File: src/rtl/stump_mem_if_pkg.sv
// stump_mem_if_pkg: shared definitions for the Stump memory bus interface.
//   mif_state_t : bus FSM states (IDLE, REQ, DONE), 2-bit encoding
//   acc_kind_t  : kind of access held for the transaction in flight
//   sel_kind()  : strobe priority, write > read > fetch
//   is_conflict(): more than one strobe asserted in the same cycle
package stump_mem_if_pkg;

    typedef enum logic [1:0] {
        MIF_IDLE = 2'd0,
        MIF_REQ  = 2'd1,
        MIF_DONE = 2'd2
    } mif_state_t;

    typedef enum logic [1:0] {
        ACC_FETCH = 2'd0,
        ACC_LOAD  = 2'd1,
        ACC_STORE = 2'd2
    } acc_kind_t;

    function automatic acc_kind_t sel_kind(input logic mem_ren, input logic mem_wen);
        if (mem_wen)
            return ACC_STORE;
        else if (mem_ren)
            return ACC_LOAD;
        else
            return ACC_FETCH;
    endfunction

    function automatic logic is_conflict(input logic fetch, input logic mem_ren,
                                         input logic mem_wen);
        return (fetch & mem_ren) | (fetch & mem_wen) | (mem_ren & mem_wen);
    endfunction

endpackage

File: src/rtl/stump_mem_if_if.sv
// stump_mem_if_if: external memory bus between the Stump core and memory.
//   ext_req   : bus request (core -> memory)
//   ext_we    : write enable, valid while ext_req is high
//   ext_addr  : address, valid while ext_req is high
//   ext_wdata : write data, valid while ext_req is high
//   ext_ack   : completion; read data valid in the same cycle (memory -> core)
//   ext_rdata : read data (memory -> core)
// Modports: master (core side), slave (memory side).
interface stump_mem_if_if #(
    parameter int ADDR_W = 16,
    parameter int DATA_W = 16
);
    logic              ext_req;
    logic              ext_we;
    logic [ADDR_W-1:0] ext_addr;
    logic [DATA_W-1:0] ext_wdata;
    logic              ext_ack;
    logic [DATA_W-1:0] ext_rdata;

    modport master (
        output ext_req, ext_we, ext_addr, ext_wdata,
        input  ext_ack, ext_rdata
    );

    modport slave (
        input  ext_req, ext_we, ext_addr, ext_wdata,
        output ext_ack, ext_rdata
    );
endinterface

File: src/rtl/stump_mem_if_timer.sv
// stump_mem_timer: saturating cycle counter used as the bus timeout.
//   clk, rst : clock, synchronous active-high reset
//   clr      : restart the count at zero (takes priority over en)
//   en       : count this cycle
//   expired  : the current cycle is the TIMEOUT-th counted cycle or later
module stump_mem_timer #(
    parameter int TIMEOUT = 255
) (
    input  logic clk,
    input  logic rst,
    input  logic clr,
    input  logic en,
    output logic expired
);
    localparam int CW = $clog2(TIMEOUT + 1);
    localparam logic [CW-1:0] LIMIT = CW'(TIMEOUT);
    localparam logic [CW-1:0] LAST  = CW'(TIMEOUT - 1);

    logic [CW-1:0] cnt;

    always_ff @(posedge clk) begin
        if (rst || clr)
            cnt <= '0;
        else if (en && cnt != LIMIT)
            cnt <= cnt + CW'(1);
    end

    // cnt counts completed cycles, so the TIMEOUT-th cycle sees cnt == TIMEOUT-1
    assign expired = en && (cnt >= LAST);
endmodule

File: src/rtl/stump_mem_if.sv
// stump_mem_if: turns the Stump control unit's fetch/load/store strobes into
// req/ack transactions on the external memory bus.
//   clk, rst       : clock, synchronous active-high reset
//   fetch          : instruction fetch at addr
//   mem_ren        : data load at addr
//   mem_wen        : data store of wdata at addr
//   addr, wdata    : access address and store data
//   ir             : instruction register, written when a fetch completes
//   rdata          : load data register, written when a load completes
//   rdata_valid    : one-cycle pulse in DONE of a load
//   stall          : core must hold state this cycle
//   bus_err        : sticky timeout / conflicting-strobe flag
//   bus            : external memory bus (master side)
module stump_mem_if
    import stump_mem_if_pkg::*;
#(
    parameter int ADDR_W  = 16,
    parameter int DATA_W  = 16,
    parameter int TIMEOUT = 255
) (
    input  logic              clk,
    input  logic              rst,
    input  logic              fetch,
    input  logic              mem_ren,
    input  logic              mem_wen,
    input  logic [ADDR_W-1:0] addr,
    input  logic [DATA_W-1:0] wdata,
    output logic [DATA_W-1:0] ir,
    output logic [DATA_W-1:0] rdata,
    output logic              rdata_valid,
    output logic              stall,
    output logic              bus_err,
    stump_mem_if_if.master    bus
);
    mif_state_t        state, state_nxt;
    acc_kind_t         kind;
    logic              pend;
    logic              expired;
    logic              we_q;
    logic [ADDR_W-1:0] addr_q;
    logic [DATA_W-1:0] wdata_q;

    assign pend = fetch | mem_ren | mem_wen;

    stump_mem_timer #(.TIMEOUT(TIMEOUT)) u_timer (
        .clk     (clk),
        .rst     (rst),
        .clr     (state == MIF_IDLE && pend),
        .en      (state == MIF_REQ),
        .expired (expired)
    );

    always_ff @(posedge clk) begin
        if (rst)
            state <= MIF_IDLE;
        else
            state <= state_nxt;
    end

    always_comb begin
        state_nxt = state;
        case (state)
            MIF_IDLE: if (pend) state_nxt = MIF_REQ;
            MIF_REQ:  if (bus.ext_ack || expired) state_nxt = MIF_DONE;
            MIF_DONE: state_nxt = MIF_IDLE;
            default:  state_nxt = MIF_IDLE;
        endcase
    end

    always_ff @(posedge clk) begin
        if (rst) begin
            kind    <= ACC_FETCH;
            we_q    <= 1'b0;
            addr_q  <= '0;
            wdata_q <= '0;
            ir      <= '0;
            rdata   <= '0;
            bus_err <= 1'b0;
        end else begin
            case (state)
                MIF_IDLE: begin
                    if (pend) begin
                        kind    <= sel_kind(mem_ren, mem_wen);
                        we_q    <= mem_wen;
                        addr_q  <= addr;
                        wdata_q <= wdata;
                        if (is_conflict(fetch, mem_ren, mem_wen))
                            bus_err <= 1'b1;
                    end
                end
                MIF_REQ: begin
                    // An ack in the last allowed cycle still wins over the timeout
                    if (bus.ext_ack) begin
                        if (kind == ACC_FETCH) ir    <= bus.ext_rdata;
                        if (kind == ACC_LOAD)  rdata <= bus.ext_rdata;
                    end else if (expired) begin
                        bus_err <= 1'b1;
                        if (kind == ACC_FETCH) ir    <= '0;
                        if (kind == ACC_LOAD)  rdata <= '0;
                    end
                end
                default: ;
            endcase
        end
    end

    assign bus.ext_req   = (state == MIF_REQ);
    assign bus.ext_we    = we_q;
    assign bus.ext_addr  = addr_q;
    assign bus.ext_wdata = wdata_q;

    assign stall       = pend && (state != MIF_DONE);
    assign rdata_valid = (state == MIF_DONE) && (kind == ACC_LOAD);
endmodule

File: src/flat_wrapper.sv
// flat-port wrapper written by rule: the top's interface ports become plain ports
module stump_mem_if_flat import stump_mem_if_pkg::*;
#(
    parameter int ADDR_W  = 16,
    parameter int DATA_W  = 16,
    parameter int TIMEOUT = 255
)
  (clk, rst, fetch, mem_ren, mem_wen, addr, wdata, ir, rdata, rdata_valid, stall, bus_err, bus_ext_req, bus_ext_we, bus_ext_addr, bus_ext_wdata, bus_ext_ack, bus_ext_rdata);
  stump_mem_if_if #(.ADDR_W(ADDR_W), .DATA_W(DATA_W)) bus_i ();
  input  logic clk;
  input  logic rst;
  input  logic fetch;
  input  logic mem_ren;
  input  logic mem_wen;
  input  logic [ADDR_W-1:0] addr;
  input  logic [DATA_W-1:0] wdata;
  output logic [DATA_W-1:0] ir;
  output logic [DATA_W-1:0] rdata;
  output logic rdata_valid;
  output logic stall;
  output logic bus_err;
  output wire logic [$bits(bus_i.ext_req)-1:0] bus_ext_req;
  output wire logic [$bits(bus_i.ext_we)-1:0] bus_ext_we;
  output wire logic [$bits(bus_i.ext_addr)-1:0] bus_ext_addr;
  output wire logic [$bits(bus_i.ext_wdata)-1:0] bus_ext_wdata;
  input wire logic [$bits(bus_i.ext_ack)-1:0] bus_ext_ack;
  input wire logic [$bits(bus_i.ext_rdata)-1:0] bus_ext_rdata;
  assign bus_ext_req = bus_i.ext_req;
  assign bus_ext_we = bus_i.ext_we;
  assign bus_ext_addr = bus_i.ext_addr;
  assign bus_ext_wdata = bus_i.ext_wdata;
  assign bus_i.ext_ack = bus_ext_ack;
  assign bus_i.ext_rdata = bus_ext_rdata;
  stump_mem_if #(.ADDR_W(ADDR_W), .DATA_W(DATA_W), .TIMEOUT(TIMEOUT)) u_core (.clk(clk), .rst(rst), .fetch(fetch), .mem_ren(mem_ren), .mem_wen(mem_wen), .addr(addr), .wdata(wdata), .ir(ir), .rdata(rdata), .rdata_valid(rdata_valid), .stall(stall), .bus_err(bus_err), .bus(bus_i));
endmodule
File: config.mk
export PLATFORM = sky130hd
export DESIGN_NAME = stump_mem_if_flat
export DESIGN_NICKNAME = d
export VERILOG_FILES = /design/src/rtl/stump_mem_if_pkg.sv /design/src/rtl/stump_mem_if_if.sv /design/src/rtl/stump_mem_if_timer.sv /design/src/rtl/stump_mem_if.sv /design/src/flat_wrapper.sv
export SDC_FILE = /design/constraint.sdc
export NUM_CORES = 1
export LEC_CHECK = 0
export ABC_AREA = 0
export CAP_MARGIN = 20
export CORE_ASPECT_RATIO = 1.75
export CORE_MARGIN = 2
export CORE_UTILIZATION = 38
export DETAILED_ROUTE_END_ITERATION = 6
export PLACE_DENSITY = 0.75
export SYNTH_ARGS = -nofsm -noshare
export SYNTH_HDL_FRONTEND = slang
export SYNTH_SLANG_ARGS = --single-unit
export TNS_END_PERCENT = 100
File: constraint.sdc
create_clock -name clk -period 1.68 [get_ports clk]
set_input_delay 0.42 -clock clk [delete_from_list [all_inputs] [get_ports clk]]
set_output_delay 0.42 -clock clk [all_outputs]
set_load 0.1 [all_outputs]
==> results of run 1 <==
==> flip-flops by register name, indices dropped and copies added (netlist names) <==
register / count
u_core.bus.ext_wdata: 16
u_core.bus.ext_addr: 16
u_core.state: 2
u_core.ir: 16
u_core.u_timer.cnt: 8
u_core.bus.ext_we: 1
u_core.rdata: 16
u_core.kind: 1
u_core.bus_err: 1
==> metal layers <==
metal / track usage / part of all wire
met5: 0 / 0
met4: 0.108 / 0.029
met3: 0.0606 / 0.052
met2: 0.410 / 0.56
met1: 0.233 / 0.36
==> through the flow <==
step                setup TNS [ns]  hold WS, ns   util  setup WS [ns]  power [W]
detailed placement          -12.40        0.484  0.674         -0.409    0.00372
finish                           0        0.412  0.731        0.00170    0.00559
floorplan                    -3.00        0.475      -         -0.328    0.00301
global placement            -10.50        0.480  0.674         -0.356    0.00370
CTS                        -0.0265        0.407  0.722        -0.0265    0.00562
global route               -0.0817        0.452  0.731        -0.0337    0.00579
==> worst paths after layout <==
path	to	slack, ns	depth (start not counted)
setup / recovery	rdata_valid	0.002	2
hold / removal	u_core.state[0]	0.41	2
setup reg to reg	u_core.u_timer.cnt[7]	0.03	5
hold reg to reg	u_core.bus.ext_wdata[2]	0.49	2
==> worst max-delay path, delay by kind of cell, from the launching register on <==
| family | cells | cell delay (ns) |
|---|---|---|
| buffers and inverters | 1 | 0.22 |
| DFF | 1 | 0.37 |
| and+or+nand+nor | 1 | 0.33 |
==> synthesized netlist by cell type (all sizes together) <==
master	instances	area [sq um]
or2	2	12.5
nand3	33	165
nor3	3	15.0
nor2b	1	6.26
a2bb2oi	1	8.76
o211ai	1	7.51
nand4	3	18.8
dfxtp	77	1540
and3	2	12.5
xnor2	1	8.76
nor3b	1	12.5
nand2	68	255
o31ai	1	7.51
a211oi	1	7.51
and2	1	6.26
clkbuf	26	97.6
nor2	10	37.5
nor4bb	1	10.0
nand3b	1	7.51
o21ai	35	175
buf	2	16.3
or4	1	11.3
maj3	1	10.0
and4	1	8.76
xor2	2	17.5
nand2b	3	18.8
ha	2	25.0
nor4	1	6.26
or3	4	30.0
a31oi	1	6.26
o21ba	1	10.0
a21oi	73	369
a22oi	1	7.51
o31a	1	8.76
inv	3	11.3
==> logic make-up (layout without fill, tap and decap cells) <==
group	Yosys count	after routing	synth area share
adders and majority gates	3	3	0.0118
DFF	77	77	0.519
AOI/OAI and AO/OA	116	116	0.205
buffers and inverters	31	164	0.0421
and+or+nand+nor	136	136	0.214
xor gates and xnor gates	3	3	0.00885
==> final cells by class <==
type	instances	share of cell area
sequential	77	0.282
inverter	3	0.00271
clock inverter	2	0.00633
tap	88	0.0199
timing repair buffer	147	0.396
clock buffer	12	0.0446
multi-input combinational	258	0.249
==> power by group through the flow <==
stage	logic (W)	registers, W	clock network [W]
2_1_floorplan	0.000334	0.00268	0
3_3_place_gp	0.00162	0.00208	0
3_5_place_dp	0.00164	0.00208	0
4_1_cts	0.00168	0.00204	0.00190
5_1_grt	0.00176	0.00205	0.00198
6_report	0.00170	0.00204	0.00186
==> repair_timing <==
action	4_1_cts	5_1_grt
endpoints found under the setup margin	25	16
cloned	1	1
pin swaps	7	5
resized for setup	9	10
setup buffers	6	1
==> flow_metrics.py, run 1 <==
metrics = {
    "timing": {
        "max_freq_mhz": 596,
        "hold_violations": 0,
        "slew_headroom": 0.761,
        "worst_pin_slew_ns": 0.359,
        "fin_crit_sh": 0.999,
        "maxSlewViolCount": 0,
        "setup_viol": 0,
        "min_period_ns": 1.68,
        "rsz0062_at_grt": "yes",
        "skew_ns": 0.00697,
    },
    "route": {
        "ant_nets": 0,
        "dr.pass1.iters": 4,
        "wirelength_um": 9750,
        "drc": 0,
        "via_per_inst": 5.44,
        "num_vias": 3191,
        "drt_iter0_drc": 117,
        "post_drt_wl_per_cell_um": 16.6,
    },
    "clock_tree": {
        "hold_buffers": 0,
        "cts_tree": "done",
        "cts_root_buf": "clkbuf_16",
        "clockBufferDepth": 2,
        "cts_buffers": 9,
        "cts.reportedPaths.clkPinSlew_ns": 0.06,
        "htree_levels": 3,
        "clkLatencyLatePin_ns": 0.34,
        "clkSinkCount": 77,
    },
    "final_layout": {
        "design_area_sq_um": 5530,
        "regArea_sq_um": 1560,
        "layout-drive-gt1-share": 0.265,
        "multi_input_area_sq_um": 1380,
        "final_cells": 587,
        "fillCellCount": 509,
        "layout_common_cells": "buf_12 (74), dfxtp_1 (71), a21oi_1 (70)",
        "final_common_cell": "buf_12",
        "finalNetCount": 552,
        "antennaDiodeCount": 0,
        "area.growth.synth_to_final_pct": 86.2,
    },
    "grt": {
        "antenna_found_initial": 0,
        "grt_max_degree": 33,
        "track_usage": 0.225,
        "grt_pass1_vias": 3112,
        "grt-ovfl-total": 0,
        "grt_pass1_wl_um": 15100,
    },
    "die": {
        "initial_core_util": 0.393,
        "die_area_sq_um": 8570,
        "num_rows": 42,
        "die_h_um": 121,
        "core_area_sq_um": 7570,
        "io_pins": 123,
        "die_w_um": 70.8,
    },
    "run_status": {
        "status": "complete, no violations",
    },
    "yosys": {
        "syn-cell-area_sq_um": 2970,
        "yosys_register_bits": 77,
        "syn-num-nets": 422,
        "ys_seq_area_frac": 0.519,
        "syn-instance-count": 366,
        "ys_types": 38,
        "synth_warnings": 0,
        "postSynthAreaPerCell_sq_um": 8.12,
    },
    "place": {
        "dp.cells": 564,
        "place.gp.congestion": 0.808,
        "hpwl_um": 6630,
        "port_buffers": 122,
        "placed_area_sq_um": 5100,
    },
    "worst_hold_path": {
        "hold_class": "input port to flop",
        "hp-start": "rst",
    },
    "run": {
        "drv_cap": 0,
    },
    "setup_path": {
        "worstPathArrival_ns": 1.26,
        "critPathMaxFanout": 5,
        "cp-startpoint": "u_core.state[0]",
        "start_kind": "flop",
        "r2r_start": "u_core.state[1]",
        "end_kind": "primary output",
        "critPathKind": "flop to primary output",
        "slowest_stage": "dfxtp_4",
        "path_cells": "nor4bb_4, buf_12",
        "worstPathRequired_ns": 1.26,
        "max_stage_delay_ns": 0.37,
    },
    "power_and_ir_drop": {
        "peakVddDrop_mv": 1.01,
        "internal-power_w": 0.00375,
        "p_comb_frac": 0.303,
        "p_leak_nw": 2.08,
        "p_per_area_nw_per_um2": 1010,
        "pwr-share-seq": 0.365,
        "sw_frac_of_total": 0.330,
        "p_switching_w": 0.00185,
        "pwr-share-clk": 0.332,
    },
}
No activity file was read; power rests on OpenSTA's default activity.
==> run 2, diff against run 1 <==
Settings changed: CAP_MARGIN 20 to not set, GPL_TIMING_DRIVEN set to 0.
==> flow_metrics.py, run 2 (synthesis results as in run 1) <==
metrics = {
    "route": {
        "via_per_inst": 5.30,
        "wl_met3_um": 526,
        "num_vias": 3174,
        "drc": 0,
        "met2WireLength_um": 5100,
        "post_drt_wl_per_cell_um": 15.5,
        "dr.pass1.iters": 5,
        "drt_iter0_drc": 111,
        "wirelength_um": 9290,
        "highest_layer": "met4",
        "ant_nets": 0,
        "routedLengthMet1_um": 3330,
    },
    "timing": {
        "hold_violations": 0,
        "setup_ws_ns": -0.0381,
        "slew_headroom": 0.624,
        "worst_pin_slew_ns": 0.567,
        "max_freq_mhz": 582,
        "min_period_ns": 1.72,
        "setup_viol": 3,
        "fin_setup_tns_ns": -0.0479,
        "skew_ns": 0.00921,
        "rsz0062_at_grt": "yes",
        "maxSlewViolCount": 0,
        "fin_crit_sh": 1.02,
    },
    "grt": {
        "antenna_found_initial": 0,
        "grt_pass1_vias": 3035,
        "track_usage": 0.214,
        "grt_max_degree": 14,
        "grt-ovfl-total": 0,
        "grt_pass1_wl_um": 14400,
    },
    "setup_path": {
        "reg2reg_depth": 4,
        "start_kind": "flop",
        "r2r_start": "u_core.state[1]",
        "max_stage_delay_ns": 0.37,
        "slowest_stage": "dfxtp_4",
        "end_kind": "primary output",
        "worstPathArrival_ns": 1.30,
        "critPathKind": "flop to primary output",
        "cp_top_family": "flip-flops",
        "path_cells": "nor4bb_4, buf_6",
        "r2r_end": "u_core.u_timer.cnt[7]",
        "r2r_slack_ns": 0,
        "critPathMaxFanout": 6,
        "path_buf_inv": 1,
        "worstPathRequired_ns": 1.26,
    },
    "final_layout": {
        "antennaDiodeCount": 0,
        "final_common_cell": "dfxtp_1",
        "layout_common_cells": "dfxtp_1 (72), a21oi_1 (71), nand2_1 (68)",
        "layout-drive-gt1-share": 0.258,
        "fillCellCount": 662,
        "multi_input_area_sq_um": 1400,
        "regArea_sq_um": 1560,
        "area.growth.synth_to_final_pct": 63.4,
        "design_area_sq_um": 4850,
        "finalNetCount": 562,
    },
    "place": {
        "port_buffers": 120,
        "place.gp.congestion": 0.812,
        "placed_area_sq_um": 4350,
        "hpwl_um": 6740,
    },
    "die": {
        "initial_core_util": 0.393,
        "core_area_sq_um": 7570,
        "die_area_sq_um": 8570,
        "die_w_um": 70.8,
        "num_rows": 42,
        "die_h_um": 121,
        "io_pins": 123,
    },
    "power_and_ir_drop": {
        "p_leak_nw": 1.79,
        "peakVddDrop_mv": 0.672,
        "p_per_area_nw_per_um2": 1080,
    },
    "worst_hold_path": {
        "whs_path_depth": 2,
        "hp-start": "u_core.bus.ext_wdata[1]",
        "min_to": "u_core.bus.ext_wdata[1]",
        "hold_class": "flop to flop",
    },
    "run": {
        "drv_cap": 0,
    },
    "clock_tree": {
        "clkLatencyLatePin_ns": 0.34,
        "clockBufferDepth": 2,
        "cts.reportedPaths.clkPinSlew_ns": 0.06,
        "clkSinkCount": 77,
        "htree_levels": 3,
        "cts_buffers": 9,
        "cts_root_buf": "clkbuf_16",
        "cts_tree": "done",
    },
    "run_status": {
        "status": "finished with violations",
        "violations": "negative setup slack",
    },
}
==> run 2: changes by cell type in the layout (fill, tap and decap cells not counted), moves of 3 or more <==
cell	change
buf_12	-71
buf_2	+6
buf_4	-9
buf_8	+3
clkbuf_1	+10
clkbuf_2	+6
clkdlybuf4s15_2	+32
clkdlybuf4s18_2	+29
==> run 2: how the worst max path moves through the flow <==
stage | start | endpoint | slack [ns] | depth (start not counted)
after floorplan | u_core.bus.ext_we | rdata_valid | -0.33 | 1
after detailed placement | mem_wen | stall | -1.08 | 4
final | u_core.state[0] | rdata_valid | -0.04 | 2
after global placement | mem_wen | stall | -1.09 | 4
after CTS | u_core.state[1] | rdata_valid | -0.05 | 2
after global routing | u_core.state[0] | rdata_valid | -0.06 | 2
==> run 2: metrics by stage <==
| step | hold slack [ns] | power [W] | instances | setup slack, ns | utilization |
|---|---|---|---|---|---|
| 2_1_floorplan | 0.475 | 0.00301 | 366 | -0.328 | - |
| 3_3_place_gp | 0.442 | 0.00341 | 574 | -1.09 | 0.575 |
| 3_5_place_dp | 0.446 | 0.00343 | 574 | -1.08 | 0.575 |
| 4_1_cts | 0.454 | 0.00525 | 593 | -0.0478 | 0.634 |
| 5_1_grt | 0.474 | 0.00545 | 599 | -0.0595 | 0.642 |
| 6_report | 0.452 | 0.00527 | 599 | -0.0381 | 0.642 |
==> run 2: layout make-up <==
type,count,share of cell area
sequential,77,0.321
clock inverter,5,0.00722
clock buffer,11,0.0521
buffer,25,0.0312
multi-input combinational,259,0.288
tap,88,0.0227
timing repair buffer,131,0.274
inverter,3,0.00309
==> run 2: repair_timing <==
action / in CTS / in global routing
pin swaps: 3 / 5
hold buffers: 0 / 0
gates resized for setup: 250 / 53
cloned: 1 / 1
setup endpoints to repair: 137 / 87
setup buffers: 4 / 6
==> run 2: metal layers <==
layer	vias to the layer above	GRT usage
li1	1555	-
met1	1465	0.226
met5	-	0
met2	124	0.394
met3	30	0.0432
met4	0	0.104
==> run 2: worst min-delay path: cells and delay by family, from the launching register on <==
kind            cells  cell delay (ns)
simple gates        1             0.05
flops               1             0.30
compound gates      1             0.05
==> run 2: report_power, final <==
group / switching [W] / leakage, nW / internal (W)
registers: 0.0000632 / 0.632 / 0.00193
clock network: 0.000750 / 0.141 / 0.00108
logic: 0.00104 / 1.02 / 0.000404
==> run 3, diff against run 2 <==
Settings changed: CORE_ASPECT_RATIO 1.75 to 1.25.
==> flow_metrics.py, run 3 (synthesis results as in run 1) <==
metrics = {
    "run_status": {
        "status": "finished with violations",
        "violations": "negative setup slack",
    },
    "power_and_ir_drop": {
        "p_leak_nw": 1.77,
        "peakVddDrop_mv": 0.568,
        "power_w": 0.00463,
        "p_per_area_nw_per_um2": 1040,
    },
    "grt": {
        "antenna_found_initial": 0,
        "grt_pass1_wl_um": 13200,
        "track_usage": 0.192,
        "grt_max_degree": 14,
        "grt-ovfl-total": 0,
        "grt_pass1_vias": 2742,
    },
    "final_layout": {
        "multi_input_area_sq_um": 1380,
        "finalNetCount": 561,
        "area.growth.synth_to_final_pct": 49.9,
        "final_cells": 605,
        "layout_common_cells": "a21oi_1 (71), dfxtp_1 (70), nand2_1 (68)",
        "fillCellCount": 717,
        "regArea_sq_um": 1560,
        "final_common_cell": "a21oi_1",
        "layout-drive-gt1-share": 0.257,
        "antennaDiodeCount": 0,
    },
    "die": {
        "io_pins": 123,
        "core_area_sq_um": 7700,
        "die_w_um": 83.1,
        "die_h_um": 103,
        "die_area_sq_um": 8540,
        "initial_core_util": 0.386,
        "num_rows": 36,
    },
    "timing": {
        "fin_setup_tns_ns": -0.0223,
        "whs_ns": 0.454,
        "setup_ws_ns": -0.0179,
        "min_period_ns": 1.70,
        "setup_viol": 2,
        "max_freq_mhz": 589,
        "worst_pin_slew_ns": 0.565,
        "slew_headroom": 0.625,
        "maxSlewViolCount": 0,
        "fin_crit_sh": 1.01,
        "hold_violations": 0,
        "skew_ns": 0.0161,
        "rsz0062_at_grt": "yes",
    },
    "place": {
        "place.gp.congestion": 0.804,
        "port_buffers": 120,
        "hpwl_um": 6360,
        "dp.cells": 581,
        "post-place-ws_ns": -1.05,
    },
    "clock_tree": {
        "cts_buffers": 9,
        "cts_tree": "done",
        "clkSinkCount": 77,
        "cts.reportedPaths.clkPinSlew_ns": 0.08,
        "clkLatencyLatePin_ns": 0.36,
        "clockBufferDepth": 2,
        "htree_levels": 3,
        "cts_root_buf": "clkbuf_8",
    },
    "worst_hold_path": {
        "whs_path_depth": 2,
        "hold_class": "flop to flop",
    },
    "setup_path": {
        "slowest_stage": "dfxtp_4",
        "r2r_slack_ns": 0.03,
        "reg2reg_depth": 5,
        "max_stage_delay_ns": 0.38,
        "cp.depth": 2,
        "cp_top_family": "flip-flops",
        "critPathKind": "flop to primary output",
        "start_kind": "flop",
        "path_cells": "nor4bb_4, buf_6",
        "worstPathRequired_ns": 1.26,
        "path_buf_inv": 1,
        "critPathMaxFanout": 5,
        "worstPathArrival_ns": 1.28,
        "end_kind": "primary output",
    },
    "route": {
        "drc": 0,
        "ant_nets": 0,
        "drt_iter0_drc": 136,
        "wirelength_um": 8930,
        "post_drt_wl_per_cell_um": 14.8,
        "via_per_inst": 5.24,
        "dr.pass1.iters": 5,
        "num_vias": 3170,
    },
    "run": {
        "drv_cap": 0,
    },
}
run 3: cell types whose count changed in the layout (fill, tap and decap cells not counted), sizes merged:
| cell | change |
|---|---|
| nand2b | -1 |
| clkdlybuf4s18 | -16 |
| clkbuf | +4 |
| buf | +39 |
| clkdlybuf4s15 | -27 |
| clkinv | -3 |
| inv | +2 |
| clkinvlp | +1 |
run 3: path summary, 6_finish.rpt:
check,end,start
worst max-delay path,rdata_valid,u_core.bus.ext_we
worst min-delay path,u_core.bus.ext_addr[14],u_core.bus.ext_addr[14]
worst max register to register,u_core.ir[14],u_core.state[1]
worst min register to register,u_core.bus.ext_addr[14],u_core.bus.ext_addr[14]
run 3: worst register-to-register path, delay by kind of cell (launching register included):
kind,cells,cell delay (ns)
AOI/OAI and AO/OA,1,0.18
buffers and inverters,1,0.34
DFF,1,0.36
and+or+nand+nor,3,0.70
run 3: what timing repair did:
action,CTS,global route
setup buffers,8,3
pin swaps,1,8
hold buffers,0,0
setup endpoints to repair,137,76
resized for setup,297,68
run 3: where the power goes:
group / leakage, nW / switching (W) / total, W / internal [W]
Combinational: 1.06 / 0.00104 / 0.00140 / 0.000358
Clock: 0.0803 / 0.000704 / 0.00125 / 0.000541
Sequential: 0.633 / 0.0000598 / 0.00198 / 0.00192
run 3: area by class of cell:
type	count	share of cell area
Multi-Input combinational cell	258	0.309
Timing Repair Buffer	131	0.243
Inverter	3	0.00337
Buffer	25	0.0298
Sequential cell	77	0.350
Clock buffer	11	0.0295
Tap cell	95	0.0267
Clock inverter	5	0.00787
run 3: through the flow:
stage	instance area (sq um)	utilization
finish	4450	0.578
global route	4450	0.578
CTS	4610	0.598
detailed placement	4360	0.566
global placement	4360	0.566
floorplan	3040	-
run 3: routing by layer:
layer  wire, um  up-vias  global-route usage
li1           -     1541                   -
met1       3560     1488               0.229
met2       4630      121               0.342
met3        523       20              0.0432
met4        210        0              0.0694
met5          0        -                   0
